==> config.mk <==
export PLATFORM = sky130hd
export DESIGN_NAME = mdu_sequencer
export DESIGN_NICKNAME = d
export VERILOG_FILES = /design/src/rtl/mdu_sequencer.sv
export SDC_FILE = /design/constraint.sdc
export NUM_CORES = 1
export LEC_CHECK = 0
export ABC_AREA = 0
export BUFFER_PORTS_ARGS = -buffer_cell sky130_fd_sc_hd__buf_2
export CAP_MARGIN = 20
export CORE_MARGIN = 2
export CORE_UTILIZATION = 40
export DETAILED_ROUTE_END_ITERATION = 7
export GPL_ROUTABILITY_DRIVEN = 0
export GPL_TIMING_DRIVEN = 0
export PLACE_DENSITY_LB_ADDON = 0.08
export SLEW_MARGIN = 20
export SYNTH_ARGS = -nofsm -noshare
export SYNTH_HDL_FRONTEND = slang
export SYNTH_SLANG_ARGS = --single-unit
export TNS_END_PERCENT = 5
==> constraint.sdc <==
create_clock -name i_clk -period 3.84 [get_ports i_clk]
set_clock_uncertainty 0.05 [all_clocks]
set_input_delay 0.192 -clock i_clk [delete_from_list [all_inputs] [get_ports i_clk]]
set_output_delay 0.192 -clock i_clk [all_outputs]
set_load 0.02 [all_outputs]
==> src/rtl/mdu_sequencer.sv <==
// Iterative multiply/divide sequencer owning HI/LO: shift-add multiply and restoring divide.
// Define MDU_DIV_EN to build the divide datapath; without it DIV/DIVU are ignored (still stalled while busy).
module mdu_sequencer #(
   parameter int DATA_WIDTH = 32
) (
   input  logic                  i_clk,
   input  logic                  i_reset,
   input  logic                  i_valid,
   input  logic [2:0]            i_op,
   input  logic [DATA_WIDTH-1:0] i_opA,
   input  logic [DATA_WIDTH-1:0] i_opB,
   input  logic                  i_read_hilo,
   output logic                  o_busy,
   output logic                  o_stall,
   output logic                  o_done,
   output logic [DATA_WIDTH-1:0] o_hi,
   output logic [DATA_WIDTH-1:0] o_lo
);
   localparam int W  = DATA_WIDTH;
   localparam int CW = $clog2(DATA_WIDTH);

   localparam logic [2:0] OP_MULT  = 3'b001;
   localparam logic [2:0] OP_MULTU = 3'b010;
   localparam logic [2:0] OP_DIV   = 3'b011;
   localparam logic [2:0] OP_DIVU  = 3'b100;
   localparam logic [2:0] OP_MTHI  = 3'b101;
   localparam logic [2:0] OP_MTLO  = 3'b110;

   typedef enum logic [1:0] {
      S_IDLE = 2'd0,
      S_RUN  = 2'd1,
      S_FIX  = 2'd2
   } state_t;

   state_t          state_q, state_d;
   logic [CW-1:0]   cnt_q, cnt_d;
   logic [2*W-1:0]  acc_q, acc_d;
   logic [W-1:0]    mcand_q, mcand_d;
   logic [W-1:0]    hi_q, hi_d;
   logic [W-1:0]    lo_q, lo_d;
   logic            neg_q, neg_d;
   logic            done_q, done_d;

   logic            is_mul_op, is_div_cmd, is_div_op, is_mt_op, is_cmd, is_signed, accept;
   logic [W-1:0]    a_abs, b_abs;
   logic [W:0]      mul_sum;
   logic [2*W-1:0]  mul_next, prod;

   assign is_mul_op  = (i_op == OP_MULT) | (i_op == OP_MULTU);
   assign is_div_cmd = (i_op == OP_DIV) | (i_op == OP_DIVU);
   assign is_mt_op   = (i_op == OP_MTHI) | (i_op == OP_MTLO);
   assign is_cmd     = is_mul_op | is_div_cmd | is_mt_op;
   assign is_signed  = (i_op == OP_MULT) | (i_op == OP_DIV);
`ifdef MDU_DIV_EN
   assign is_div_op  = is_div_cmd;
`else
   assign is_div_op  = 1'b0;
`endif

   assign o_busy  = (state_q != S_IDLE);
   assign accept  = i_valid & (is_mul_op | is_div_op | is_mt_op) & ~o_busy;
   // Disabled DIV/DIVU still hold in EX while busy so ordering with HI/LO stays intact.
   assign o_stall = (o_busy & i_valid & is_cmd) | (o_busy & i_read_hilo);

   assign a_abs = (is_signed & i_opA[W-1]) ? -i_opA : i_opA;
   assign b_abs = (is_signed & i_opB[W-1]) ? -i_opB : i_opB;

   assign mul_sum  = {1'b0, acc_q[2*W-1:W]} + (acc_q[0] ? {1'b0, mcand_q} : {(W+1){1'b0}});
   assign mul_next = {mul_sum, acc_q[W-1:1]};
   assign prod     = neg_q ? -acc_q : acc_q;

`ifdef MDU_DIV_EN
   logic            is_div_q, is_div_d;
   logic            neg_rem_q, neg_rem_d;
   logic            dzero_q, dzero_d;
   logic [W:0]      div_sh, div_diff;
   logic [2*W-1:0]  div_next;

   // Remainder is widened by one bit so the bit shifted out of it takes part in the trial subtract.
   assign div_sh   = acc_q[2*W-1:W-1];
   assign div_diff = div_sh - {1'b0, mcand_q};
   assign div_next = div_diff[W] ? {div_sh[W-1:0], acc_q[W-2:0], 1'b0}
                                 : {div_diff[W-1:0], acc_q[W-2:0], 1'b1};
`endif

   always_comb begin
      state_d = state_q;
      cnt_d   = cnt_q;
      acc_d   = acc_q;
      mcand_d = mcand_q;
      hi_d    = hi_q;
      lo_d    = lo_q;
      neg_d   = neg_q;
      done_d  = 1'b0;
`ifdef MDU_DIV_EN
      is_div_d  = is_div_q;
      neg_rem_d = neg_rem_q;
      dzero_d   = dzero_q;
`endif
      case (state_q)
         S_IDLE: begin
            if (accept) begin
               if (i_op == OP_MTHI) begin
                  hi_d = i_opA;
               end else if (i_op == OP_MTLO) begin
                  lo_d = i_opA;
               end else if (is_mul_op) begin
                  acc_d   = {{W{1'b0}}, b_abs};
                  mcand_d = a_abs;
                  neg_d   = is_signed & (i_opA[W-1] ^ i_opB[W-1]);
                  cnt_d   = CW'(W - 1);
                  state_d = S_RUN;
`ifdef MDU_DIV_EN
                  is_div_d = 1'b0;
               end else begin
                  acc_d     = {{W{1'b0}}, a_abs};
                  mcand_d   = b_abs;
                  neg_d     = is_signed & (i_opA[W-1] ^ i_opB[W-1]);
                  neg_rem_d = is_signed & i_opA[W-1];
                  dzero_d   = (i_opB == '0);
                  is_div_d  = 1'b1;
                  cnt_d     = CW'(W - 1);
                  state_d   = S_RUN;
`endif
               end
            end
         end
         S_RUN: begin
`ifdef MDU_DIV_EN
            acc_d = is_div_q ? div_next : mul_next;
`else
            acc_d = mul_next;
`endif
            if (cnt_q == '0) begin
               state_d = S_FIX;
            end else begin
               cnt_d = cnt_q - CW'(1);
            end
         end
         S_FIX: begin
            {hi_d, lo_d} = prod;
`ifdef MDU_DIV_EN
            if (is_div_q) begin
               hi_d = neg_rem_q ? -acc_q[2*W-1:W] : acc_q[2*W-1:W];
               lo_d = dzero_q ? {W{1'b1}} : (neg_q ? -acc_q[W-1:0] : acc_q[W-1:0]);
            end
`endif
            done_d  = 1'b1;
            state_d = S_IDLE;
         end
         default: state_d = S_IDLE;
      endcase
   end

   always_ff @(posedge i_clk) begin
      if (i_reset) begin
         state_q <= S_IDLE;
         cnt_q   <= '0;
         acc_q   <= '0;
         mcand_q <= '0;
         hi_q    <= '0;
         lo_q    <= '0;
         neg_q   <= 1'b0;
         done_q  <= 1'b0;
`ifdef MDU_DIV_EN
         is_div_q  <= 1'b0;
         neg_rem_q <= 1'b0;
         dzero_q   <= 1'b0;
`endif
      end else begin
         state_q <= state_d;
         cnt_q   <= cnt_d;
         acc_q   <= acc_d;
         mcand_q <= mcand_d;
         hi_q    <= hi_d;
         lo_q    <= lo_d;
         neg_q   <= neg_d;
         done_q  <= done_d;
`ifdef MDU_DIV_EN
         is_div_q  <= is_div_d;
         neg_rem_q <= neg_rem_d;
         dzero_q   <= dzero_d;
`endif
      end
   end

   assign o_done = done_q;
   assign o_hi   = hi_q;
   assign o_lo   = lo_q;
endmodule

==> impl_metrics.py <==
metrics = {
    "routing": {
        "drcViolationCount": 0,
        "drt_first_iter_violations": 1123,
        "post_drt_via_cell_ratio": 6.09,
        "postRouteWirelength_um": 47200,
        "routed_wire_per_std_cell_um": 23.1,
        "ant_nets": 0,
        "pre_repair_dr_iteration_count": 5,
        "route.vias.total": 12458,
    },
    "logic_synthesis": {
        "netlist.top_cell.by_area": "dfxtp_1",
        "synth_area_in_xor_xnor_pct": 9.17,
        "most_used_flip_flop_cell_after_synthesis": "dfxtp_1",
        "main_combinational_cell_family_by_area_after_synthesis": "compound AO/OA/AOI/OAI gates",
        "syn_inst": 1501,
        "ys_seq_area_share_pct": 29.8,
        "synthSimpleGateAreaFrac_pct": 24.0,
        "synth_edf_count": 0,
        "netlist_top_cells_area": "dfxtp_1 30%, a21oi_1 6.0%, xor2_1 5.6%, nor2_1 5.5%, nand2_1 5.2%",
        "synth_compound_area_share_pct": 27.7,
        "postSynthAreaPerCell_um2": 7.57,
        "synthesis.area_mm2": 0.0114,
        "mux_share_of_post_synthesis_cell_area_pct": 0.627,
        "synth.yosys.warnings": 0,
        "synth-seq-cells": 169,
        "yosys.area_share.adder_pct": 4.25,
        "synthesis.nets": 1610,
        "synth_top_cell_area_share_pct": 29.8,
        "yosys.cell_types.count": 72,
        "postSynth.asyncResetShare_pct": 0,
    },
    "worst_setup_path": {
        "end_kind": "register",
        "r2r_setup_slack_ns": 0.23,
        "worst_path_dominant_cell_family": "compound AO/OA/AOI/OAI gates",
        "cp_data_arrival_time_ns": 3.97,
        "cp_cell_sequence": "buf_2 -> and2_1 -> ha_1 -> inv_1 -> fa_1 -> nand2b_1 -> a21oi_1 -> o211ai_1 -> a21oi_2 -> a41oi_2 -> a211oi_1 -> o31a_1",
        "timing_worst_setup_path_type": "reg2reg",
        "crit_required_ns": 4.20,
        "max_stage_delay_ns": 0.49,
        "crit_path_max_delay_cell_type": "dfxtp_4",
        "timing.critical_path.buf_inv": 2,
        "worstSetupStartpointType": "register",
        "critical_path_peak_fanout": 10,
    },
    "timing": {
        "drv_slew": 0,
        "timing_hold_violations_final": 0,
        "maximum_clock_frequency_mhz": 277,
        "max_slew_margin_pct": 39.9,
        "setup_repair_after_global_routing_missed_its_margin": "false",
        "period_needed_ns": 3.61,
        "final_min_period_over_clock_period_pct": 94.0,
        "setup_violations": 0,
        "worst_pin_slew_ns": 0.897,
    },
    "clock_network": {
        "max-clock-path-buffers": 2,
        "tritoncts_clock_tree": "done",
        "worstSkewPairLatency_ns": 0.46,
        "clkSinkCount": 169,
        "cts_resized": 3,
        "postCtsSetupRepairBufs": 0,
        "cts-buffers-inserted": 17,
        "cts.hold.buffers_added": 0,
        "cts.root.buffer_cell": "clkbuf_16",
        "cts.clk_slew.worst_paths_ns": 0.08,
        "h-tree-depth": 4,
    },
    "power_and_ir_drop": {
        "p_per_area_mw_per_mm2": 359,
        "switching_share_pct": 34.4,
        "p_sw_uw": 1620,
        "power.combinational.fraction_pct": 21.3,
        "worst_ir_drop_vdd_uv": 288,
        "power.clock.fraction_pct": 37.8,
        "p_total_uw": 4710,
        "p_int_uw": 3090,
        "p_leak_uw": 0.00504,
        "seq_power_share_pct": 40.9,
    },
    "layout": {
        "layout.cells.most_common": "dfxtp_1",
        "nNetsFinal": 1764,
        "drive_gt1_share_pct": 12.1,
        "filler_cell_count": 2886,
        "most-common-layout-cells": "168 x dfxtp_1, 166 x nor2_1, 158 x nand2_1",
        "insertedDiodeCount": 0,
        "syn2layout_area_growth_pct": 15.5,
        "finalNonFillerCells": 2046,
    },
    "global_routing": {
        "first_global_vias": 11725,
        "pin_count_of_the_biggest_net_entering_global_routing": 18,
        "antenna_found_initial": 0,
        "grt_pass1_wl_um": 70400,
        "grt_overflow_total": 0,
        "gr-usage-all-layers_pct": 30.9,
    },
    "outcome": {
        "outcome": "finished clean",
    },
    "floorplan": {
        "initial_core_util_pct": 40.8,
        "num_rows": 61,
        "die_width_um": 173,
        "fp.dieArea_mm2": 0.0298,
        "die_h_um": 173,
        "io-pin-count": 138,
        "core_mm2": 0.0279,
    },
    "worst_hold_path": {
        "hold_class": "in2reg",
    },
    "flow_run": {
        "maxCapViolCount": 0,
    },
    "placed_design": {
        "placedCellCount": 2015,
        "port_buffers": 136,
        "detailedPlacementHpwl_um": 36700,
    },
}
flip-flops by register name (all words and copies together), names as in the netlist:
signal,cells
neg_q,1
o_lo,32
o_hi,32
o_done,1
mcand_q,32
state_q,2
cnt_q,5
acc_q,64
through the flow:
stage / setup TNS, ns / cell area, um2 / util, % / hold WS [ns] / setup WS, ns
after detailed placement: -3.82 / 12500 / 45.0 / 0.390 / -0.555
after global placement: -4.62 / 12500 / 45.0 / 0.387 / -0.653
final: 0 / 13100 / 47.1 / 0.0188 / 0.230
after floorplan: 0 / 11400 / - / 0.278 / 0.754
after global routing: 0 / 13100 / 47.1 / 0.0233 / 0.00828
after CTS: 0 / 13100 / 47.1 / 0.0143 / 0.0142
final cells by class:
class / instances / area [um2] / area share (%)
multi-input combinational: 1201 / 7490 / 57.1
sequential: 169 / 3390 / 25.8
timing repair buffer: 136 / 681 / 5.19
tap: 378 / 473 / 3.60
clock buffer: 18 / 429 / 3.27
buffer: 105 / 413 / 3.15
clock inverter: 14 / 156 / 1.19
inverter: 25 / 93.8 / 0.715
kinds of logic (layout without fill, tap and decap cells):
kind of cell,after synthesis,count (layout)
mux,7,7
flops,169,169
simple gates,559,559
compound gates,478,478
buf+inv,131,298
fa+ha+maj,38,38
xor+xnor,119,119
Yosys cell counts, types with 27 or more instances:
library cell  number
a21oi_1          137
and2_1            37
nand3_1           28
nor3_1            28
nand2_1          158
o31ai_1           30
nor2_1           166
xor2_1            73
clkbuf_1          93
o221ai_1          27
xnor2_1           46
ha_1              37
o21ai_0           82
dfxtp_1          169
a211oi_1          49
or3_1             32
tightest hold or removal path, delay by kind of cell:
family,cells,cell delay [ns]
simple gates,1,0.09
buf+inv,1,0.13
compound gates,1,0.07
power groups by stage:
stage	clock, uW	sequential, uW	combinational (uW)
6_report	1780	1930	1000
5_1_grt	1860	1940	1070
4_1_cts	1790	1930	975
3_5_place_dp	0	1960	977
3_3_place_gp	0	1960	973
2_1_floorplan	0	1970	587
routing by layer:
metal  GRT usage, %  wire (um)  vias to the layer above
li1               -          -                     5828
met5              0          0                        -
met1           39.2      19300                     5875
met3           5.61       3860                      143
met2           49.3      21200                      612
met4           18.2       2850                        0
path summary, 6_finish.rpt:
check / startpoint / endpoint / depth (start not counted)
worst min-delay path: i_opB[31] / acc_q[31]$_SDFFE_PP0P_ / 3
worst min register to register: mcand_q[29]$_SDFFE_PP0P_ / mcand_q[29]$_SDFFE_PP0P_ / 2
worst max-delay path: acc_q[0]$_SDFFE_PP0P_ / acc_q[63]$_SDFFE_PP0P_ / 12
worst max register to register: acc_q[0]$_SDFFE_PP0P_ / acc_q[63]$_SDFFE_PP0P_ / 12
Power figures use the tool's default switching activity.
